--- config.mk ---
export PLATFORM = sky130hd
export DESIGN_NAME = psum_gather_ctrl
export DESIGN_NICKNAME = d
export VERILOG_FILES = /design/src/rtl/psum_gather_ctrl.sv
export SDC_FILE = /design/constraint.sdc
export NUM_CORES = 1
export LEC_CHECK = 0
export ABC_AREA = 1
export BUFFER_PORTS_ARGS = -buffer_cell sky130_fd_sc_hd__buf_2
export CAP_MARGIN = 5
export CORE_MARGIN = 2
export CORE_UTILIZATION = 54
export CTS_CLUSTER_DIAMETER = 100
export DETAILED_ROUTE_END_ITERATION = 7
export PLACE_DENSITY = 0.8
export SLEW_MARGIN = 10
export SYNTH_ARGS = -nofsm -noshare
export SYNTH_HDL_FRONTEND = slang
export SYNTH_SLANG_ARGS = --single-unit
--- constraint.sdc ---
create_clock -name clk -period 4.1 [get_ports clk]
set_input_delay 0.615 -clock clk [delete_from_list [all_inputs] [get_ports clk]]
set_output_delay 0.615 -clock clk [all_outputs]
set_load 0.01 [all_outputs]
--- src/rtl/psum_gather_ctrl.sv ---
// psum_gather_ctrl: round-robin gather of one PE row's partial sums into a tagged first-word-fall-through FIFO
module psum_gather_ctrl #(
  parameter  int DATA_WIDTH = 16,
  parameter  int NUM_COL    = 4,
  parameter  int NUM_ROW    = 4,
  parameter  int FIFO_DEPTH = 4,
  localparam int PW         = 2*DATA_WIDTH,
  localparam int RW         = $clog2(NUM_ROW),
  localparam int CW         = $clog2(NUM_COL),
  localparam int AW         = $clog2(FIFO_DEPTH),
  localparam int KW         = AW+1
)(
  input  logic                  clk,
  input  logic                  rstn,
  input  logic                  flush,
  output logic                  rst_busy,
  input  logic [RW-1:0]         row_id_in,
  input  logic [NUM_COL*PW-1:0] pe_psum_data_M2B,
  input  logic [NUM_COL-1:0]    pe_psum_valid_M2B,
  output logic [NUM_COL-1:0]    pe_psum_ready_B2M,
  output logic [PW-1:0]         psum_data_B2G,
  output logic [RW-1:0]         psum_row_B2G,
  output logic [CW-1:0]         psum_col_B2G,
  output logic                  psum_valid_B2G,
  input  logic                  psum_ready_G2B,
  output logic [KW-1:0]         fifo_count
);
  localparam int IW = CW+1;
  typedef struct packed {
    logic [RW-1:0] row;
    logic [CW-1:0] col;
    logic [PW-1:0] data;
  } ent_t;
  ent_t          r_mem [FIFO_DEPTH];
  logic [AW-1:0] r_wr, r_rd;
  logic [KW-1:0] r_count;
  logic [CW-1:0] r_rr;
  logic [RW-1:0] r_row;
  logic          r_busy;
  logic          w_full, w_empty, w_found, w_push, w_pop;
  logic [CW-1:0] w_gidx;
  logic [IW-1:0] w_idx;
  ent_t          w_head;
  assign w_full            = r_count == KW'(FIFO_DEPTH);
  assign w_empty           = r_count == '0;
  assign w_push            = w_found && !w_full && !flush && !r_busy;
  assign w_pop             = !w_empty && psum_ready_G2B && !flush;
  assign pe_psum_ready_B2M = w_push ? ({{(NUM_COL-1){1'b0}}, 1'b1} << w_gidx) : '0;
  assign w_head            = r_mem[r_rd];
  assign psum_data_B2G     = w_head.data;
  assign psum_row_B2G      = w_head.row;
  assign psum_col_B2G      = w_head.col;
  assign psum_valid_B2G    = !w_empty;
  assign fifo_count        = r_count;
  assign rst_busy          = r_busy;
  // first valid PE searching upward from r_rr, wrapping at NUM_COL
  always_comb begin
    w_found = 1'b0;
    w_gidx  = '0;
    w_idx   = '0;
    for (int k = 0; k < NUM_COL; k++) begin
      w_idx = IW'(r_rr) + IW'(k);
      w_idx = (w_idx >= IW'(NUM_COL)) ? w_idx - IW'(NUM_COL) : w_idx;
      if (!w_found && pe_psum_valid_M2B[w_idx[CW-1:0]]) begin
        w_found = 1'b1;
        w_gidx  = w_idx[CW-1:0];
      end
    end
  end
  // busy for the cycle following reset release or any flush cycle
  always_ff @(posedge clk or negedge rstn)
    if (!rstn) r_busy <= 1'b1;
    else       r_busy <= flush;
  // FIFO pointers, occupancy, arbiter pointer and latched row tag
  always_ff @(posedge clk or negedge rstn) begin
    if (!rstn) begin
      r_wr    <= '0;
      r_rd    <= '0;
      r_count <= '0;
      r_rr    <= '0;
      r_row   <= '0;
    end else if (flush) begin
      r_wr    <= '0;
      r_rd    <= '0;
      r_count <= '0;
      r_rr    <= '0;
      r_row   <= row_id_in;
    end else begin
      if (w_push) begin
        r_wr <= r_wr + 1'b1;
        r_rr <= (w_gidx == CW'(NUM_COL-1)) ? '0 : w_gidx + 1'b1;
      end
      if (w_pop) r_rd <= r_rd + 1'b1;
      r_count <= r_count + KW'(w_push) - KW'(w_pop);
    end
  end
  // entry storage needs no reset: only written slots are ever presented as valid
  always_ff @(posedge clk)
    if (w_push) r_mem[r_wr] <= '{row: r_row, col: w_gidx, data: pe_psum_data_M2B[w_gidx*PW +: PW]};
endmodule

==> out/metrics.csv <==
stage;metric;value;unit
logic_synthesis;Syn Area/Cell;9.09;sq um
sta;skew final;0.0100;ns
sta;final setup vio count;0;
flow_run;number of max-cap violations;0;
pwr;Peak VDD IR;0.000832;V
placement;pre-CTS WS;0.882;ns
run_status;status;finished clean;
floorplan;num rows;44;
grt;initial antenna violation count;0;
drt;final WL;19800;microns
grt;Total GRT Usage;25.1;%
floorplan;Initial Utilization;55.0;%
clock_network;CTS Sinks;156;
floorplan;die area;15700;sq um
sta;FMAX;290;MHz
critical_path;worst r2r path cells;15;
logic_synthesis;synthesized area;7930;sq um
logic_synthesis;post-synthesis sequential area ratio;58.3;%
sta;RSZ-0062 raised after global routing;no;
clock_network;cts bufs inserted;17;
critical_path;R2R Path End;fifo_count[2];
sta;measured slew at the worst slew-check pin;0.782;ns
placement;count of input and output buffers;182;
critical_path;WP data arrival;2.84;ns
drt;Vias;6625;
placement;routability-driven placement congestion ratio;0.871;
logic_synthesis;Post-Syn Instances;873;
pwr;Static Leak;0.00446;uW
final_layout;area grow syn2layout;20.2;%
logic_synthesis;post-synth cell types;27;
clock_network;Clock Latency Late Sink;0.42;ns
pwr;overall power;8330;uW
clock_network;cts hold-fix bufs;0;
floorplan;Core Box Area;14400;sq um
sta;hold_ws;0.0664;ns
logic_synthesis;Synth Net Count;1022;
clock_network;CTS tree;yes;
sta;TNS Setup;0;ns
floorplan;Die Height;125;microns
floorplan;DIE WIDTH;125;microns
placement;HPWL after DPL;12700;microns
sta;max-slew violation count;0;
critical_path;Critical Path RT;3.48;ns
grt;global-route wire length before repair;30900;microns
drt;post-route ant nets;0;
sta;Slew HR;47.7;%
drt;initial DRC count;770;
drt;vias per std cell;5.37;
clock_network;root buf cell;clkbuf_16;
final_layout;n_diodes;0;
floorplan;I/O pins;183;
sta;final setup margin;0.646;ns
drt;WL/cell;16.1;microns
grt;vias in the first global route;6122;
critical_path;worst reg2reg setup slack;0.92;ns
critical_path;Startpoint Class;flip-flop;
clock_network;Clock Tree Buf Depth;2;
grt;largest net degree at the start of global routing;73;
sta;Fin. Hold Viols;0;
logic_synthesis;Synth Register Bits;156;
clock_network;post_cts resized;0;
critical_path;CP Max Fanout;19;
drt;Initial DRT Pass Iterations;5;
sta;fin crit period;3.45;ns
grt;total congestion overflow;0;
critical_path;reg2reg start;r_rr[0];
clock_network;CTS H-tree lvls;4;
logic_synthesis;yosys warns;0;
final_layout;layout cells sized above 1;23.2;%
critical_path;Setup CP Type;flip-flop to primary output;
drt;DR DRC count;0;
final_layout;nets;1185;
clock_network;clock transition at the registers of the reported paths;0.06;ns
pwr;Power Density;874;nW/um^2
critical_path;CP endpoint kind;primary output;
clock_network;setup repair bufs after CTS;0;
worst_hold_path;Hold Path Class;primary input to async pin;
critical_path;Worst Setup SP;r_rr[0];
sta;period utilization;84.2;%
==> power breakdown <==
group          switching, uW  internal (uW)
logic                   2920           1080
registers               93.7           2680
clock network            600            956
==> worst max path at each step <==
stage / endpoint / slack, ns
after floorplan: r_mem[0][0] / 0.79
after global placement: fifo_count[2] / 1.07
after detailed placement: fifo_count[2] / 0.88
after CTS: pe_psum_ready_B2M[3] / 0.65
after global routing: pe_psum_ready_B2M[3] / 0.38
final: pe_psum_ready_B2M[3] / 0.65
==> worst max-delay path, cell delays in order (launching register included) <==
cell and delay [ns]:
dfrtp_1 0.59, inv_2 0.14, nand2_1 0.12, nand3_1 0.11, nand2_2 0.13, nor2_1 0.06, nor2_1 0.11, nand2_2 0.08
nand2_2 0.34, inv_1 0.22, ha_1 0.28, inv_1 0.06, nor2_1 0.04, buf_2 0.16
==> sequential cells by signal, indices dropped and copies added (netlist names) <==
signal / cells
r_mem: 144
r_wr: 2
r_row: 2
r_rd: 2
rst_busy: 1
fifo_count: 3
r_rr: 2
==> cell usage after synthesis <==
library cell	number	share of area, %
nand2_2	4	0.32
nor2_1	89	4.2
a21oi_1	4	0.25
nor2_4	2	0.28
o21ai_0	77	4.9
o21ai_2	1	0.11
inv_2	2	0.095
dfrtp_1	11	3.5
nand3_1	138	8.7
xor2_1	1	0.11
inv_1	155	7.3
buf_4	6	0.57
fa_1	1	0.25
nand3_2	1	0.13
nand4_1	1	0.079
a31oi_1	1	0.079
buf_2	18	1.1
nand2_1	139	6.6
o21ai_4	1	0.21
clkbuf_1	23	1.1
edfxtp_1	144	55
a311oi_1	1	0.11
o22ai_1	36	2.8
buf_6	5	0.71
dfstp_2	1	0.33
ha_1	10	1.6
clkinv_1	1	0.047
==> stage by stage <==
step	utilization [%]	std cells	cell area [sq um]
2_1_floorplan	-	873	7930
3_3_place_gp	62.1	1201	8950
3_5_place_dp	62.1	1201	8950
4_1_cts	66.1	1233	9540
5_1_grt	66.1	1233	9540
6_report	66.1	1233	9540
==> area by class of cell <==
type,count,area (sq um)
tap,184,230
clock buffer,21,440
clock inverter,11,144
sequential,156,4630
timing repair buffer,196,1030
inverter,158,593
fill,1124,4890
multi-input combinational,507,2470
==> kinds of logic after synthesis <==
| family | after synthesis | share of synthesized area, % |
|---|---|---|
| AND/OR/NAND/NOR | 374 | 20.3 |
| buffers and inverters | 210 | 11.0 |
| flip-flops | 156 | 58.3 |
| AO/OA/AOI/OAI | 121 | 8.46 |
| adder cells (fa/ha/maj) | 11 | 1.83 |
| XOR/XNOR | 1 | 0.110 |
==> placed cells by master, fill, tap and decap left out, types with 2 or more instances in the layout <==
cell        netlist  layout
a21oi_1           4       4
buf_2            18     182
buf_4             6      13
bufinv_16         0       3
clkbuf_1         23       4
clkbuf_16         0      17
clkinv_1          1       2
clkinv_2          0       2
clkinvlp_4        0       3
dfrtp_1          11      10
edfxtp_1        144     144
ha_1             10      10
inv_1           155     154
inv_2             2       3
inv_6             0       2
nand2_1         139     138
nand2_2           4       5
nand3_1         138     137
nand3_2           1       2
nor2_1           89      85
nor2_4            2       6
o21ai_0          77      77
o22ai_1          36      36
==> layer usage <==
layer  wire length [microns]  GRT usage (%)
met5                       0              0
met4                     355           8.50
met3                    1610           4.92
met2                    9550           41.7
met1                    8320           33.5
No activity file was read; power rests on OpenSTA's default activity.
